[src/rtl/multi_timer.sv]
// Multi-channel down-counting timer with shared prescaler, bus-mapped registers
// and a sticky per-channel expired flag feeding a single interrupt line.
module multi_timer #(
    parameter int unsigned NCH      = 4,
    parameter int unsigned WIDTH    = 32,
    parameter int unsigned PRESCALE = 50_000_000,
    localparam int unsigned AW      = $clog2(NCH) + 2
) (
    input  logic            clk_cpu,
    input  logic            rst_n,
    input  logic [AW-1:0]   addr,
    input  logic            we,
    input  logic [31:0]     wdata,
    output logic [31:0]     rdata,
    output logic [NCH-1:0]  expired,
    output logic            irq
);

    localparam int unsigned PW = (PRESCALE > 1) ? $clog2(PRESCALE) : 1;

    logic [PW-1:0]    pcnt_q, pcnt_d;
    logic             tick;
    logic [AW-1:0]    ch_sel;
    logic [1:0]       reg_sel;
    logic [NCH-1:0]   wr_ch;
    logic [NCH-1:0]   exp_set;
    logic [NCH-1:0]   ie;

    logic [WIDTH-1:0] count_q  [NCH];
    logic [WIDTH-1:0] count_d  [NCH];
    logic [WIDTH-1:0] reload_q [NCH];
    logic [WIDTH-1:0] reload_d [NCH];
    logic [2:0]       ctrl_q   [NCH];
    logic [2:0]       ctrl_d   [NCH];
    logic [NCH-1:0]   expired_q, expired_d;

    assign tick    = (pcnt_q == PW'(PRESCALE - 1));
    assign pcnt_d  = tick ? '0 : pcnt_q + PW'(1);
    assign ch_sel  = addr >> 2;
    assign reg_sel = addr[1:0];

    always_comb begin
        for (int i = 0; i < NCH; i++) begin
            wr_ch[i] = we && (ch_sel == AW'(i));
        end
    end

    always_comb begin
        exp_set   = '0;
        expired_d = expired_q;
        for (int i = 0; i < NCH; i++) begin
            count_d[i]  = count_q[i];
            reload_d[i] = reload_q[i];
            ctrl_d[i]   = ctrl_q[i];
            if (tick && ctrl_q[i][0]) begin
                if (count_q[i] > WIDTH'(1)) begin
                    count_d[i] = count_q[i] - WIDTH'(1);
                end else if (count_q[i] == WIDTH'(1)) begin
                    exp_set[i] = 1'b1;
                    count_d[i] = ctrl_q[i][1] ? reload_q[i] : '0;
                end
            end
            // A COUNT write overrides the tick entirely, including its expiry.
            if (wr_ch[i]) begin
                case (reg_sel)
                    2'd0: begin
                        count_d[i] = wdata[WIDTH-1:0];
                        exp_set[i] = 1'b0;
                    end
                    2'd1:    reload_d[i] = wdata[WIDTH-1:0];
                    2'd2:    ctrl_d[i]   = wdata[2:0];
                    default: ;
                endcase
            end
            expired_d[i] = exp_set[i] |
                           (expired_q[i] & ~(wr_ch[i] && (reg_sel == 2'd3) && wdata[0]));
        end
    end

    always_ff @(posedge clk_cpu or negedge rst_n) begin
        if (!rst_n) begin
            pcnt_q    <= '0;
            expired_q <= '0;
            for (int i = 0; i < NCH; i++) begin
                count_q[i]  <= '0;
                reload_q[i] <= '0;
                ctrl_q[i]   <= '0;
            end
        end else begin
            pcnt_q    <= pcnt_d;
            expired_q <= expired_d;
            for (int i = 0; i < NCH; i++) begin
                count_q[i]  <= count_d[i];
                reload_q[i] <= reload_d[i];
                ctrl_q[i]   <= ctrl_d[i];
            end
        end
    end

    always_comb begin
        rdata = '0;
        for (int i = 0; i < NCH; i++) begin
            ie[i] = ctrl_q[i][2];
            if (ch_sel == AW'(i)) begin
                case (reg_sel)
                    2'd0:    rdata = 32'(count_q[i]);
                    2'd1:    rdata = 32'(reload_q[i]);
                    2'd2:    rdata = 32'(ctrl_q[i]);
                    default: rdata = 32'(expired_q[i]);
                endcase
            end
        end
    end

    assign expired = expired_q;
    assign irq     = |(expired_q & ie);

endmodule

[config.mk]
export PLATFORM = sky130hd
export DESIGN_NAME = multi_timer
export DESIGN_NICKNAME = d
export VERILOG_FILES = /design/src/rtl/multi_timer.sv
export SDC_FILE = /design/constraint.sdc
export NUM_CORES = 1
export LEC_CHECK = 0
export ABC_CLOCK_PERIOD_IN_PS = 8250
export CAP_MARGIN = 20
export CORE_MARGIN = 2
export CORE_UTILIZATION = 65
export CTS_CLUSTER_DIAMETER = 60
export DETAILED_ROUTE_END_ITERATION = 12
export DONT_BUFFER_PORTS = 1
export PLACE_DENSITY = 0.81
export SYNTH_ARGS = -nofsm -noshare
export SYNTH_HDL_FRONTEND = slang
export SYNTH_SLANG_ARGS = --single-unit
[constraint.sdc]
create_clock -name clk_cpu -period 8.25 [get_ports clk_cpu]
set_clock_uncertainty 0.1 [all_clocks]
set_input_delay 1.65 -clock clk_cpu [delete_from_list [all_inputs] [get_ports clk_cpu]]
set_output_delay 1.65 -clock clk_cpu [all_outputs]
set_load 0.01 [all_outputs]
==> metrics.yaml, run 1 <==
ant_nets: 0
grt-ovfl-total: 0
clk_pin_slew_ns: 0.06
arrival_ns: 3.53
cp_max_fo: 80
power_switching_mw: 1.50
drive_gt1_frac: 0.148
clkPwrFrac: 0.355
wl_per_cell_um: 30.3
met3_usage: 0.143
p_seq_frac: 0.473
start_kind: "primary input"
num_rows: 62
synth_nets: 2143
cts_root_buffer: "clkbuf_16"
cap_violations: 0
use_met1: 0.669
rsz0062_at_grt: "false"
critPathSlowestCell: "and2_1"
internal-power_mw: 3.08
grt_pass1_wl_mm: 111
synth_area_per_cell_um2: 9.03
synth_flop_cell: "dfrtp_1"
setup_viol: 0
ir_drop_mv: 0.203
worstPathCellList: "nor2_1 > buf_4 > and2_1 > a222oi_1 > o21ai_0 > o21a_1"
start_util: 0.659
period_needed_ns: 5.28
drt_drc_violations_left: 0
finalHoldViolCount: 0
p_per_area_mw_per_mm2: 226
layout_common_cells: "298 x dfrtp_1, 234 x nor2_1, 190 x nand2_1"
drtIter0Drc: 3411
dp_cells: 2354
die_h_um: 175
synthCells: 2095
hpwlAfterDp_mm: 51.7
max_freq_mhz: 189
ys_seq_elements: 298
cts_tree: "done"
dr.pass1.iters: 6
syn_to_final_growth_pct: 7.30
cts_sinks: 298
synth-edff-count: 0
vias_per_cell: 7.68
grt_pass1_vias: 17404
antenna_found_initial: 4
outcome: "finished, final reports clean"
grt_max_degree: 299
cts_htree_levels: 2
pwr-share-comb: 0.173
antenna_cells: 0
grt.total_usage: 0.480
ctsHoldBuffers: 0
syn-cell-area_mm2: 0.0189
cts_buffer_depth: 3
yosysWarnings: 0
ys_types: 78
hp-class: "register to register"
power.leakage_nw: 7.99
wl_mm: 73.4
final_common_cell: "dfrtp_1"
swShare: 0.327
grt.busiest_layer: "met1"
path_class: "primary input to output port"
finalNonFillerCells: 2422
port_buffers: 0
post_cts_buffers: 0
slowest_delay_ns: 0.69
cts.repair.resized: 0
cts_buffers: 37
clkLatencyLatePin_ns: 0.54
place.gp.congestion: 1.08
fin_crit_sh: 0.640
cp-end-kind: "output port"
via_count: 18600
required_ns: 6.50
fin_tns_setup_ns: 0
slew_viol_final: 0
use_met2: 0.666
worst_pin_slew_ns: 1.16
reg2reg_slack_ns: 4.46
yosysSeqAreaShare: 0.394
fin_nets: 2060
die_w_um: 175
ios: 76
relSlewSlack: 0.227
async_flop_share: 1.00
fp.coreArea_mm2: 0.0287
die_area_mm2: 0.0305
power groups by stage:
stage                     registers (mW)  logic (mW)  clock network (mW)
after detailed placement            2.15       0.764                   0
after CTS                           2.13       0.770                1.62
after floorplan                     1.95       0.641                   0
after global routing                2.18       0.848                1.68
after global placement              2.15       0.737                   0
final                               2.16       0.791                1.62
cell families (layout without fill, tap and decap cells):
group	after synthesis	in the layout	synth area share
buf+inv	174	117	0.0355
xor+xnor	51	51	0.0236
flops	298	298	0.394
mux	226	226	0.144
simple gates	809	809	0.212
fa+ha+maj	9	9	0.00595
compound gates	528	528	0.185
sequential cells by signal, indices dropped and copies added (netlist names):
signal	cells
reload_q	128
pcnt_q	26
count_q	128
ctrl_q	12
expired	4
critical path: cells and delay by family:
kind / cells / cell delay [ns]
AO/OA/AOI/OAI: 3 / 0.75
AND/OR/NAND/NOR: 2 / 0.79
buffers and inverters: 1 / 0.28
worst paths after layout:
| kind | depth (start not counted) | startpoint | endpoint |
|---|---|---|---|
| min in group asynchronous | 0 | rst_n | count_q[108]$_DFF_PN0_ |
| min reg2reg | 1 | pcnt_q[4]$_DFF_PN0_ | pcnt_q[4]$_DFF_PN0_ |
| max | 6 | addr[0] | rdata[26] |
| max in group asynchronous | 0 | rst_n | count_q[37]$_DFF_PN0_ |
| max reg2reg | 6 | count_q[19]$_DFF_PN0_ | count_q[27]$_DFF_PN0_ |
| min | 1 | pcnt_q[4]$_DFF_PN0_ | pcnt_q[4]$_DFF_PN0_ |
final cells by class:
| cell class | instances | area [µm²] |
|---|---|---|
| Tap cell | 384 | 480 |
| Sequential cell | 298 | 7460 |
| Inverter | 18 | 67.6 |
| Multi-Input combinational cell | 1623 | 10800 |
| Clock inverter | 12 | 130 |
| Timing Repair Buffer | 34 | 254 |
| Fill cell | 2188 | 8410 |
| Clock buffer | 53 | 1080 |
per-stage QoR:
| step | utilization | cell area, µm² | hold slack (ns) | total power [mW] | worst slack (ns) |
|---|---|---|---|---|---|
| CTS | 0.706 | 20300 | 0.406 | 4.52 | 3.10 |
| finish | 0.707 | 20300 | 0.405 | 4.58 | 2.97 |
| floorplan | - | 18900 | 0.358 | 2.60 | 2.84 |
| global placement | 0.664 | 19100 | 0.386 | 2.89 | 3.18 |
| global route | 0.707 | 20300 | 0.431 | 4.71 | 2.96 |
| detailed placement | 0.664 | 19100 | 0.393 | 2.92 | 3.12 |
Yosys cell counts, types with 10 or more instances:
library cell    n  area, µm²
dfrtp_1       298       7460
nor2_1        240        901
nand2_1       190        713
mux2_2        144       1620
o21ai_0       136        681
clkbuf_1      131        492
a21oi_1        88        440
nor3_1         85        425
nand3_1        64        320
mux2i_1        60        601
nor4_1         57        357
a31oi_1        48        300
a22oi_1        44        330
a221oi_1       34        298
xor2_1         32        280
nand4_1        30        188
or3_1          28        175
a21o_1         26        195
mux4_2         22        495
o211ai_1       22        165
xnor2_1        19        166
inv_1          18       67.6
and3_1         17        106
or4_1          17        128
buf_1          16       60.1
a211oi_1       15        113
or2_2          13       81.3
and2_1         12       75.1
o31ai_1        12       90.1
a211o_1        11       96.3
a22o_1         11       96.3
o41ai_1        11       96.3
o21a_1         10       75.1
o22ai_1        10       62.6
per-layer routing:
metal / up-vias / routed length (µm) / part of all wire
met1: 9000 / 27500 / 0.37
met3: 324 / 10600 / 0.14
met4: 2 / 5350 / 0.073
li1: 7695 / - / -
met5: - / 13 / 0.00018
met2: 1579 / 30000 / 0.41
Power figures use the tool's default switching activity.
==> run 2: changes to the inputs <==
--- a/config.mk
+++ b/config.mk
@@ -5,7 +5,7 @@
 export SDC_FILE = /design/constraint.sdc
 export NUM_CORES = 1
 export LEC_CHECK = 0
-export ABC_CLOCK_PERIOD_IN_PS = 8250
+export ABC_CLOCK_PERIOD_IN_PS = 5500
 export CAP_MARGIN = 20
 export CORE_MARGIN = 2
 export CORE_UTILIZATION = 65
==> constraint.sdc (replaced) <==
create_clock -name clk_cpu -period 5.5 [get_ports clk_cpu]
set_clock_uncertainty 0.1 [all_clocks]
set_input_delay 1.1 -clock clk_cpu [delete_from_list [all_inputs] [get_ports clk_cpu]]
set_output_delay 1.1 -clock clk_cpu [all_outputs]
set_load 0.01 [all_outputs]
==> metrics.yaml, run 2 (same netlist as run 1, synthesis figures left out) <==
die_h_um: 175  # unchanged
fin_nets: 2059  # -0.049%
grt-ovfl-total: 0  # unchanged
port_buffers: 0  # unchanged
slew_viol_final: 0  # unchanged
p_per_area_mw_per_mm2: 337  # +49%
via_count: 18633  # +0.18%
ant_nets: 0  # unchanged
max_freq_mhz: 241
cts_root_buffer: "clkbuf_16"
finalNonFillerCells: 2422  # unchanged
fin_util: 0.707  # about the same
arrival_ns: 2.94  # -0.59 ns
period_needed_ns: 4.14
cap_violations: 0  # unchanged
cts.repair.resized: 0  # unchanged
path_class: "primary input to output port"
power.leakage_nw: 7.99  # about the same
cp_max_fo: 80  # unchanged
fin_crit_sh: 0.753
outcome: "finished, final reports clean"
dp_cells: 2357  # +0.13%
num_rows: 62  # unchanged
ctsHoldBuffers: 0  # unchanged
grt_pass1_vias: 17681  # +1.6%
antenna_cells: 0  # unchanged
required_ns: 4.30  # -2.20 ns
wl_per_cell_um: 30.6  # +0.86%
die_area_mm2: 0.0305  # unchanged
worstPathCellList: "nor2_1 > buf_4 > and2_1 > a222oi_1 > o21ai_0 > o21a_1"
clkLatencyLatePin_ns: 0.53  # about the same
fin_tns_setup_ns: 0  # unchanged
start_util: 0.659  # unchanged
start_kind: "primary input"
fp.coreArea_mm2: 0.0287  # unchanged
grt_pass1_wl_mm: 111  # +0.54%
rsz0062_at_grt: "false"
top_layer: "met4"
dr.pass1.iters: 8  # +2
final_area_mm2: 0.0203  # about the same
die_w_um: 175  # unchanged
cts_sinks: 298  # unchanged
cts_buffers: 36  # -2.7%
grt_max_degree: 299  # unchanged
reg.largest.list: "count_q: 128 flops, reload_q: 128 flops, pcnt_q: 26 flops"
cts_htree_levels: 2  # unchanged
place_area_mm2: 0.0191  # +0.12%
critPathSlowestCell: "and2_1"
wl_met3_mm: 10.7  # +0.66%
cts_tree: "done"
hp-class: "primary input to async pin"
drive_gt1_frac: 0.149  # +0.00147
wl_met2_mm: 30.1  # +0.48%
ios: 76  # unchanged
grt.total_usage: 0.482  # +0.00234
cts_buffer_depth: 3  # unchanged
layout_common_cells: "298 x dfrtp_1, 234 x nor2_1, 190 x nand2_1"
reg2reg_slack_ns: 1.76  # -2.70 ns
wl_met1_mm: 28.0  # +1.8%
antenna_found_initial: 2  # -2
final_common_cell: "dfrtp_1"
place.gp.congestion: 0.991  # -7.8%
finalPower_mw: 6.83  # +49%
drt_drc_violations_left: 0  # unchanged
hpwlAfterDp_mm: 52.2  # +1.1%
slowest_delay_ns: 0.70  # about the same
relSlewSlack: 0.230  # +0.00317
finalHoldViolCount: 0  # unchanged
worst_pin_slew_ns: 1.15  # -0.00404 ns
cp-end-kind: "output port"
fill_cells: 2187  # -0.046%
syn_to_final_growth_pct: 7.21  # about the same
clk_pin_slew_ns: 0.06  # about the same
drtIter0Drc: 3063  # -10%
ir_drop_mv: 0.305  # +50%
vias_per_cell: 7.69  # +0.18%
setup_viol: 0  # unchanged
post_cts_buffers: 0  # unchanged
wl_mm: 74.0  # +0.86%
-- run 2: cell type report --
cell class,count,area [µm²],area share
flip-flops and latches,298,7460,0.368
well taps,384,480,0.0237
inverters,18,67.6,0.00333
clock inverters,11,80.1,0.00395
repair buffers,34,255,0.0126
multi-input cells,1623,10800,0.534
clock buffers,54,1110,0.0547
-- run 2: routing by layer --
layer,up-vias,track usage
li1,7720,-
met5,-,0
met1,9007,0.675
met2,1602,0.673
met3,304,0.134
met4,0,0.279
-- run 2: per-stage QoR --
stage | setup slack (ns) | hold WS, ns
after global placement | 1.48 | 0.375
final | 1.36 | 0.161
after detailed placement | 1.43 | 0.384
after CTS | 1.43 | 0.166
after global routing | 1.26 | 0.155
after floorplan | 1.19 | 0.358
-- run 2: path summary, 6_finish.rpt --
check	start	to	cells past startpoint
max in group asynchronous	rst_n	count_q[6]$_DFF_PN0_	0
min in group clk_cpu	pcnt_q[4]$_DFF_PN0_	pcnt_q[4]$_DFF_PN0_	1
min reg2reg	pcnt_q[4]$_DFF_PN0_	pcnt_q[4]$_DFF_PN0_	1
max reg2reg	count_q[55]$_DFF_PN0_	count_q[41]$_DFF_PN0_	7
max	addr[0]	rdata[15]	6
min	rst_n	reload_q[124]$_DFFE_PN0P_	0
-- run 2: worst max-delay path: cells and delay by family --
| family | cells | cell delay [ns] |
|---|---|---|
| AOI/OAI and AO/OA | 3 | 0.75 |
| buffers and inverters | 1 | 0.28 |
| and+or+nand+nor | 2 | 0.78 |
-- run 2: where the power goes --
| group | internal [mW] | total [mW] | switching [mW] | leakage, nW |
|---|---|---|---|---|
| logic | 0.597 | 1.19 | 0.593 | 3.80 |
| registers | 2.60 | 3.24 | 0.640 | 3.60 |
| clock network | 1.41 | 2.40 | 0.993 | 0.591 |
| total | 4.60 | 6.83 | 2.23 | 7.99 |
